[src/rtl/bus_host_initiator.sv]
// Single-outstanding bus host: turns one valid/ready command into one device-bus
// transaction and returns one response carrying read data or a timeout error.
module bus_host_initiator #(
    parameter int TimeoutCycles = 256
) (
    input  logic        clk_i,
    input  logic        rst_i,
    input  logic        cmd_valid_i,
    output logic        cmd_ready_o,
    input  logic        cmd_we_i,
    input  logic [31:0] cmd_addr_i,
    input  logic [3:0]  cmd_be_i,
    input  logic [31:0] cmd_wdata_i,
    output logic        host_req_o,
    input  logic        host_gnt_i,
    output logic [31:0] host_addr_o,
    output logic        host_we_o,
    output logic [3:0]  host_be_o,
    output logic [31:0] host_wdata_o,
    input  logic        host_rvalid_i,
    input  logic [31:0] host_rdata_i,
    output logic        rsp_valid_o,
    input  logic        rsp_ready_i,
    output logic [31:0] rsp_rdata_o,
    output logic        rsp_err_o
);

    localparam int CntW = $clog2(TimeoutCycles + 1);
    localparam logic [CntW-1:0] CntLast = CntW'(TimeoutCycles - 1);
    localparam logic [CntW-1:0] CntMax  = CntW'(TimeoutCycles);

    typedef enum logic [1:0] {IDLE, REQ, WAIT, RESP} state_t;

    state_t          state_q, state_d;
    logic [CntW-1:0] cnt_q;
    logic            timeout;

    // The counter holds the number of completed cycles in the current state,
    // so the last permitted cycle is the one where it reads TimeoutCycles-1.
    assign timeout = (cnt_q == CntLast);

    // NOTE: every always_comb output gets a default first so no latch is inferred.
    always_comb begin
        state_d     = state_q;
        cmd_ready_o = 1'b0;
        host_req_o  = 1'b0;
        rsp_valid_o = 1'b0;
        case (state_q)
            IDLE: begin
                cmd_ready_o = 1'b1;
                if (cmd_valid_i) state_d = REQ;
            end
            REQ: begin
                host_req_o = 1'b1;
                if (host_gnt_i)   state_d = WAIT;
                else if (timeout) state_d = RESP;
            end
            WAIT: begin
                if (host_rvalid_i || timeout) state_d = RESP;
            end
            RESP: begin
                rsp_valid_o = 1'b1;
                if (rsp_ready_i) state_d = IDLE;
            end
            default: state_d = IDLE;
        endcase
    end

    // NOTE: sequential state uses non-blocking assignments only.
    always_ff @(posedge clk_i) begin
        if (rst_i) begin
            state_q      <= IDLE;
            cnt_q        <= '0;
            host_addr_o  <= '0;
            host_we_o    <= 1'b0;
            host_be_o    <= '0;
            host_wdata_o <= '0;
            rsp_rdata_o  <= '0;
            rsp_err_o    <= 1'b0;
        end else begin
            state_q <= state_d;

            if (state_d != state_q)  cnt_q <= '0;
            else if (cnt_q != CntMax) cnt_q <= cnt_q + 1'b1;

            case (state_q)
                IDLE: begin
                    if (cmd_valid_i) begin
                        host_addr_o  <= {cmd_addr_i[31:2], 2'b00};
                        host_we_o    <= cmd_we_i;
                        host_be_o    <= cmd_we_i ? cmd_be_i : 4'hF;
                        host_wdata_o <= cmd_we_i ? cmd_wdata_i : 32'h0;
                        rsp_rdata_o  <= '0;
                        rsp_err_o    <= 1'b0;
                    end
                end
                REQ: begin
                    if (!host_gnt_i && timeout) rsp_err_o <= 1'b1;
                end
                WAIT: begin
                    // A response arriving in the timeout cycle still counts.
                    if (host_rvalid_i) begin
                        rsp_rdata_o <= host_we_o ? 32'h0 : host_rdata_i;
                        rsp_err_o   <= 1'b0;
                    end else if (timeout) begin
                        rsp_rdata_o <= '0;
                        rsp_err_o   <= 1'b1;
                    end
                end
                default: ;
            endcase
        end
    end

endmodule

[config.mk]
export PLATFORM = sky130hd
export DESIGN_NAME = bus_host_initiator
export DESIGN_NICKNAME = d
export VERILOG_FILES = /design/src/rtl/bus_host_initiator.sv
export SDC_FILE = /design/constraint.sdc
export NUM_CORES = 1
export LEC_CHECK = 0
export CAP_MARGIN = 40
export CELL_PAD_IN_SITES_DETAIL_PLACEMENT = 2
export CELL_PAD_IN_SITES_GLOBAL_PLACEMENT = 2
export CORE_AREA = 8 8 122 181
export DETAILED_ROUTE_END_ITERATION = 10
export DIE_AREA = 0 0 130 189
export GPL_ROUTABILITY_DRIVEN = 0
export PLACE_DENSITY = 0.91
export SYNTH_ARGS = -nofsm -noshare
export SYNTH_HDL_FRONTEND = slang
export SYNTH_SLANG_ARGS = --single-unit
[constraint.sdc]
create_clock -name clk_i -period 5.1 [get_ports clk_i]
set_input_delay 1.02 -clock clk_i [delete_from_list [all_inputs] [get_ports clk_i]]
set_output_delay 1.02 -clock clk_i [all_outputs]
set_load 0.05 [all_outputs]
Word level (Yosys, flattened, before mapping)
Index checks and enable logic that the tools add are counted.
{"block": "word_totals", "ff_bits": 111, "output_inout_bits": 105, "inputBits": 107}
{"block": "classes", "add_sub_neg": 1, "n_eq_ne": 9, "reduce_logical": 10, "mux": 21}
{"cell": "$mux 32", "count": 5}
{"cell": "$pmux 32 s2", "count": 1}
{"cell": "$mux 2", "count": 5}
{"cell": "$add 9x1->9 const B", "count": 1}
{"cell": "$eq 9x8->1 const B", "count": 1}
{"cell": "$ne 9x9->1 const B", "count": 1}
{"cell": "$pmux 2 s4", "count": 1}
{"cell": "$mux 1", "count": 7}
{"cell": "$eq 2x2->1 const B", "count": 2}
{"cell": "$mux 4", "count": 1}
{"cell": "$ne 2x2->1 const B", "count": 2}
{"cell": "$reduce_and 4->1", "count": 1}
{"cell": "$ne 3x3->1 const B", "count": 1}
{"cell": "$pmux 1 s3", "count": 1}
{"cell": "$reduce_and 3->1", "count": 1}
{"cell": "$reduce_bool 3->1", "count": 1}
{"cell": "$eq 2x1->1 const B", "count": 1}
{"cell": "$logic_not 2->1", "count": 1}
{"cell": "$ne 2x2->1", "count": 1}
{"cell": "$reduce_and 2->1", "count": 1}
{"cell": "$reduce_bool 2->1", "count": 1}
{"cell": "$reduce_or 2->1", "count": 1}
{"cell": "$logic_and 1x1->1", "count": 1}
{"cell": "$logic_not 1->1", "count": 1}
{"cell": "$logic_or 1x1->1", "count": 1}

Depth between registers and ports, before layout
Gate-level depths: netlist of the first run.
{"block": "depth", "depth_word": 6, "depth_mapped": 10, "ltp_nobuf": 8}

Least setup slack after synthesis of the first run
Ideal clock, no wire load.
{"block": "synth_timing", "path_kind": "register to register", "startpoint": "register state_q[0]", "endpoint": "register rsp_rdata_o[1]", "required_ns": 4.968, "path_buffers": 3, "setup_ns": 0.132, "setup_slack_ns": 2.949, "arrival_time_ns": 2.019, "synth_period_minus_slack_ns": 2.151, "stages_incl_launch_ff": 10, "cell_sequence": "dfxtp_1 > inv_1 > ha_1 > buf_6 > nor2b_4 > or3_1 > buf_6 > buf_6 > nand2_1 > a21oi_1"}
{"block": "synth_between", "elab_chain_cells": 3, "elab_cells_between_ends": 7, "classes_between": "eq/ne: 3; mux: 1; reduce/logical: 3"}
{"item": "start: declaration", "line_no": "34", "rtl": "state_t state_q, state_d;"}
{"item": "start signal: assignment", "line_no": "81", "rtl": "state_q <= state_d;"}
{"item": "$eq 2x2->1 or $logic_not 2->1 (tied branches)", "line_no": "86", "rtl": "case (state_q)"}
{"item": "$ne 3x3->1 (no source line), or another cell as far along"}
{"item": "$reduce_and 3->1 (no source line)"}
{"item": "end signal: assignment", "line_no": "103", "rtl": "rsp_rdata_o <= host_we_o ? 32'h0 : host_rdata_i;"}
{"item": "end: declaration", "line_no": "24", "rtl": "output logic [31:0] rsp_rdata_o,"}
Parallel ways exist; a longest one is shown, timed or not.
A chain may end at the register's enable or synchronous reset.

Final worst setup path of the first run
{"block": "layout_timing", "startpoint": "register state_q[0]", "endpoint": "output cmd_ready_o"}
{"block": "layout_between", "elab_chain_cells": 2}
{"item": "$logic_not 2->1", "line_no": "48", "rtl": "case (state_q)"}
{"item": "$mux 1", "line_no": "48"}
{"item": "end: declaration", "line_no": "9", "rtl": "output logic cmd_ready_o,"}
No other way between the ends.

==> flow_metrics.tcl, run 1 <==
set metrics [dict create \
    seq_power_share_pct 38.6 \
    clock.fmax_mhz 310.1 \
    viasPerCell 4.594 \
    hp-class "reg -> reg" \
    syn2layout_area_growth_pct 57.69 \
    tns_ns 0 \
    worstHoldPathCells 2 \
    drive_above_1_share_pct 5.139 \
    ys_warn_count 0 \
    fin_cells 980 \
    ff_latch_area_sq_um 2222 \
    grt_first_pass_wirelength_um 27810 \
    final_nets 830 \
    drtPass1Iterations 3 \
    maxSlewViolCount 0 \
    synth-main-ff-cell "dfxtp_1" \
    status "finished clean" \
    synth_edf_count 0 \
    total_leakage_power_nw 2.354 \
    worstPathMaxFanout 10 \
    finalHoldViolCount 0 \
    clkPwrFrac_pct 30.1 \
    grt_pass1_vias 5002 \
    die_area_sq_um 24570 \
    diodes 0 \
    clk_pin_slew_ns 0.07 \
    cts_resized 0 \
    switching_share_pct 36.12 \
    clockRootBuffer "clkbuf_16" \
    dp_hpwl_um 13320 \
    fin_util_pct 35.52 \
    multi_input_area_sq_um 1911 \
    htreeDepth 3 \
    cp.required_ns 4.08 \
    power.density_nw_per_um2 362.2 \
    grt_max_degree 62 \
    grt.overflow.total 0 \
    ys_ff_latch 111 \
    clock_latency_ns 0.36 \
    finalCriticalPeriod_ns 3.225 \
    end_kind "output pin" \
    vias 4502 \
    start_util_pct 22.52 \
    rsz0062_at_grt "no" \
    worst-setup-path-type "reg -> out" \
    ff2ff_path_depth 6 \
    r2r_start "state_q[0]" \
    r2r_end "host_wdata_o[23]" \
    ys_types 41 \
    peakVddDrop_mv 0.1742 \
    cts.path.max_buffers 2 \
    antenna_found_initial 1 \
    setup_viol 0 \
    drc 0 \
    io-pin-count 212 \
    syn_avg_cell_area_sq_um 8.228 \
    clock_skew_ns 0.009037 \
    synth-async-reset-ratio_pct 0 \
    die_y_um 189 \
    port_buffers 207 \
    relSlewSlack_pct 47.19 \
    cellInternalPower_w 0.001600 \
    worstSetupStartpointType "flop" \
    holdPathEnd "host_wdata_o[15]" \
    clock_sinks 111 \
    dieWidth_um 130 \
    placed_cells 964 \
    wl_um 18040 \
    core_area_sq_um 19470 \
    fin_crit_sh_pct 63.24 \
    fill_cells 2189 \
    ys_seq_area_share_pct 50.67 \
    drt_iter0_markers 114 \
    post_cts_buffers 0 \
    grt_usage_pct 14.69 \
    worst_pin_slew_ns 0.7921 \
    maxCapViolations 0 \
    min_from "host_wdata_o[15]" \
    ant_nets 0 \
    cts_tree "done" \
    p_switching_w 0.0009049 \
    drt-wirelength-per-cell_um 18.41 \
    synthesis.area_sq_um 4385 \
    crit_arrival_ns 2.21 \
    numCtsBuffers 9 \
    syn_inst 533 \
    r2r_slack_ns 2.48 \
    cts_hold_buf 0 \
    row_count 63 \
    comb_power_share_pct 31.4 \
]
-- area by class of cell --
cell class / instances / share of cell area (%)
clock buffer: 12 / 3.709
multi-input combinational: 372 / 27.63
clock inverter: 4 / 0.7599
sequential: 111 / 32.13
timing repair buffer: 214 / 30.69
inverter: 7 / 0.3800
tap: 260 / 4.704
-- power groups by stage --
stage / clock (W) / combinational, W / sequential [W]
finish: 0.000753 / 0.000786 / 0.000966
detailed placement: 0 / 0.000802 / 0.000988
global route: 0.000819 / 0.000845 / 0.000974
floorplan: 0 / 0.000343 / 0.00116
CTS: 0.000794 / 0.000807 / 0.000967
global placement: 0 / 0.000786 / 0.000982
-- cell usage in the layout, fill, tap and decap left out, types with 2 or more instances in the layout --
| cell type | instances |
|---|---|
| nor3b_1 | 4 |
| nand2_1 | 125 |
| nand3_1 | 68 |
| nand2_2 | 4 |
| o21ai_0 | 3 |
| nand2b_1 | 2 |
| or3_1 | 3 |
| inv_1 | 7 |
| nor2_1 | 11 |
| nor3_1 | 14 |
| dfxtp_1 | 111 |
| clkbuf_16 | 9 |
| clkdlybuf4s50_1 | 206 |
| conb_1 | 2 |
| buf_4 | 8 |
| xor2_1 | 3 |
| nor2b_1 | 3 |
| ha_1 | 8 |
| a21oi_1 | 99 |
| xnor2_1 | 3 |
| clkbuf_8 | 2 |
-- flip-flops by register name, summed over array words and instances (netlist names) --
| signal | count |
|---|---|
| host_wdata_o | 32 |
| rsp_rdata_o | 32 |
| host_addr_o | 30 |
| cnt_q | 9 |
| host_be_o | 4 |
| state_q | 2 |
| host_we_o | 1 |
| rsp_err_o | 1 |
-- critical path, cell delays in order (launching register included) --
cell,delay (ns)
dfxtp_1,0.40
inv_1,0.15
ha_1,0.40
clkdlybuf4s50_1,0.90
-- through the flow --
step | hold slack, ns | instance area (sq um) | setup WS [ns] | power, W
floorplan | 0.5327 | 4389 | 2.949 | 0.001507
CTS | 0.4601 | 6915 | 1.825 | 0.002568
global route | 0.4775 | 6915 | 1.768 | 0.002638
global placement | 0.4369 | 6606 | 1.935 | 0.001768
detailed placement | 0.4491 | 6606 | 1.840 | 0.001789
finish | 0.4549 | 6915 | 1.875 | 0.002505
-- worst max-delay path by stage --
stage	start	endpoint	slack [ns]	depth (start not counted)
2_1_floorplan	state_q[0]	rsp_rdata_o[1]	2.95	9
3_3_place_gp	cmd_valid_i	host_wdata_o[19]	1.93	5
3_5_place_dp	cmd_valid_i	host_wdata_o[23]	1.84	5
4_1_cts	state_q[0]	cmd_ready_o	1.83	3
5_1_grt	state_q[0]	cmd_ready_o	1.77	3
6_report	state_q[0]	cmd_ready_o	1.87	3
-- kinds of logic (layout without fill, tap and decap cells) --
logic type | count (synthesis) | count (layout) | share of synthesized area (%)
other | 1 | 2 | 0.08551
buffers and inverters | 51 | 237 | 6.134
xor gates and xnor gates | 6 | 6 | 1.199
muxes | 2 | 2 | 0.4850
and+or+nand+nor | 245 | 245 | 25.71
DFF | 111 | 111 | 50.67
AOI/OAI and AO/OA | 109 | 109 | 13.44
adders and majority gates | 8 | 8 | 2.283
-- cell usage after synthesis (4+ instances only) --
cell	n	area [sq um]
a21oi_1	99	495.5
inv_1	7	26.28
clkbuf_1	22	82.58
buf_6	6	67.56
nor3b_1	4	30.03
dfxtp_1	111	2222
ha_1	8	100.1
nand2_1	126	473.0
nand3_1	68	340.3
buf_4	5	37.54
nor3_1	14	70.07
buf_2	10	50.05
nor2_1	12	45.04
-- routing by layer --
layer	GRT usage, %	vias up	wire (um)	share of wire (%)
met5	0	-	9	0.050
met4	5.204	2	319	1.8
met3	6.195	18	1610	8.9
met2	27.06	137	9496	53
met1	14.09	2198	6604	37
li1	-	2147	-	-
Note: power is estimated with default switching activity, not from simulation.
==> run 2, diff against run 1 <==
--- a/config.mk
+++ b/config.mk
@@ -8,11 +8,11 @@
 export CAP_MARGIN = 40
 export CELL_PAD_IN_SITES_DETAIL_PLACEMENT = 2
 export CELL_PAD_IN_SITES_GLOBAL_PLACEMENT = 2
-export CORE_AREA = 8 8 122 181
+export CORE_AREA = 8 8 125 184
 export DETAILED_ROUTE_END_ITERATION = 10
-export DIE_AREA = 0 0 130 189
+export DIE_AREA = 0 0 133 192
 export GPL_ROUTABILITY_DRIVEN = 0
-export PLACE_DENSITY = 0.91
+export PLACE_DENSITY = 0.88
 export SYNTH_ARGS = -nofsm -noshare
 export SYNTH_HDL_FRONTEND = slang
 export SYNTH_SLANG_ARGS = --single-unit
==> constraint.sdc (replaced) <==
create_clock -name clk_i -period 3.04 [get_ports clk_i]
set_input_delay 0.608 -clock clk_i [delete_from_list [all_inputs] [get_ports clk_i]]
set_output_delay 0.608 -clock clk_i [all_outputs]
set_load 0.05 [all_outputs]
==> flow_metrics.tcl, run 2 (synthesized netlist as in run 1, its figures left out) <==
set metrics [dict create \
    status "finished clean" \
    antenna_found_initial 0 \
    viasPerCell 4.549 \
    detailedPlace.worstSlack_ns 0.5656 \
    vias 4485 \
    post_cts_buffers 0 \
    placed_cells 970 \
    clockRootBuffer "clkbuf_16" \
    fill_cells 2283 \
    reg.largest.list "host_wdata_o x32, rsp_rdata_o x32, host_addr_o x30" \
    fin_crit_sh_pct 91.10 \
    syn2layout_area_growth_pct 58.26 \
    ff_latch_area_sq_um 2222 \
    cp.required_ns 2.43 \
    die_y_um 192 \
    core_area_sq_um 20260 \
    worstSetupStartpointType "flop" \
    grt_max_degree 81 \
    drtPass1Iterations 4 \
    grt_first_pass_wirelength_um 27630 \
    port_buffers 207 \
    row_count 64 \
    cts_resized 0 \
    hp-class "reg -> reg" \
    clock_sinks 111 \
    worst-setup-path-type "reg -> out" \
    power.density_nw_per_um2 596.5 \
    htreeDepth 3 \
    fin_cells 986 \
    end_kind "output pin" \
    wl_um 17620 \
    setup_slack_ns 0.2706 \
    rsz0062_at_grt "no" \
    cts.path.max_buffers 2 \
    maxSlewViolCount 0 \
    crit_arrival_ns 2.16 \
    relSlewSlack_pct 47.35 \
    io-pin-count 212 \
    clock.fmax_mhz 361.1 \
    worstPathMaxFanout 10 \
    drt_iter0_markers 106 \
    final_cell_mix "clkdlybuf4s50_1 (206), nand2_1 (125), dfxtp_1 (111)" \
    drive_above_1_share_pct 5.540 \
    start_util_pct 21.65 \
    maxCapViolations 0 \
    finalCriticalPeriod_ns 2.769 \
    finalHoldViolCount 0 \
    cts_tree "done" \
    drt-wirelength-per-cell_um 17.87 \
    tns_ns 0 \
    dieWidth_um 133 \
    final_common_cell "clkdlybuf4s50_1" \
    clock_latency_ns 0.35 \
    multi_input_area_sq_um 1911 \
    final_nets 832 \
    cts_hold_buf 0 \
    grt_usage_pct 13.67 \
    die_area_sq_um 25540 \
    ant_nets 0 \
    dp_hpwl_um 13140 \
    grt_pass1_vias 4983 \
    total_leakage_power_nw 2.362 \
    drc 0 \
    numCtsBuffers 9 \
    clk_pin_slew_ns 0.08 \
    setup_viol 0 \
    grt.overflow.total 0 \
    totalPowerFinal_w 0.004140 \
    diodes 0 \
    peakVddDrop_mv 0.2251 \
    clock_skew_ns 0.009908 \
    worst_pin_slew_ns 0.7884 \
]
-- run 2: per-stage QoR --
stage / instance area (sq um) / util (%) / hold slack [ns]
final: 6940 / 34.26 / 0.4531
after global routing: 6940 / 34.26 / 0.4757
after CTS: 6940 / 34.26 / 0.4577
after detailed placement: 6651 / 32.83 / 0.4491
after global placement: 6651 / 32.83 / 0.4373
after floorplan: 4389 / - / 0.5327
-- run 2: routing by layer --
metal | vias up | GRT usage, % | part of all wire, %
met1 | 2184 | 13.90 | 38
met4 | 0 | 4.866 | 1.8
met5 | - | 0 | 0
li1 | 2146 | - | -
met2 | 141 | 24.58 | 52
met3 | 14 | 5.681 | 8.6
-- run 2: power by group --
part	switching, W	internal [W]	total [W]	leakage [nW]
clock	0.000589	0.000594	0.00118	0.142
sequential	0.0000652	0.00156	0.00162	0.904
combinational	0.000882	0.000455	0.00134	1.32
-- run 2: cell type report --
| cell class | instances | share of cell area [%] |
|---|---|---|
| sequential | 111 | 32.02 |
| timing repair buffer | 216 | 31.15 |
| multi-input combinational | 372 | 27.53 |
| tap | 264 | 4.759 |
| clock buffer | 10 | 3.443 |
| clock inverter | 6 | 0.7211 |
| inverter | 7 | 0.3786 |
-- run 2: final timing paths --
path | startpoint | depth (start not counted) | end | slack [ns]
min | host_wdata_o[1] | 2 | host_wdata_o[1] | 0.45
min reg2reg | host_wdata_o[1] | 2 | host_wdata_o[1] | 0.45
max reg2reg | cnt_q[1] | 7 | cnt_q[4] | 0.70
max | state_q[0] | 3 | cmd_ready_o | 0.27
-- run 2: worst max-delay path, stage by stage (launching register included) --
cell and delay (ns):
dfxtp_1 0.40, inv_1 0.15, ha_1 0.38, clkdlybuf4s50_1 0.89
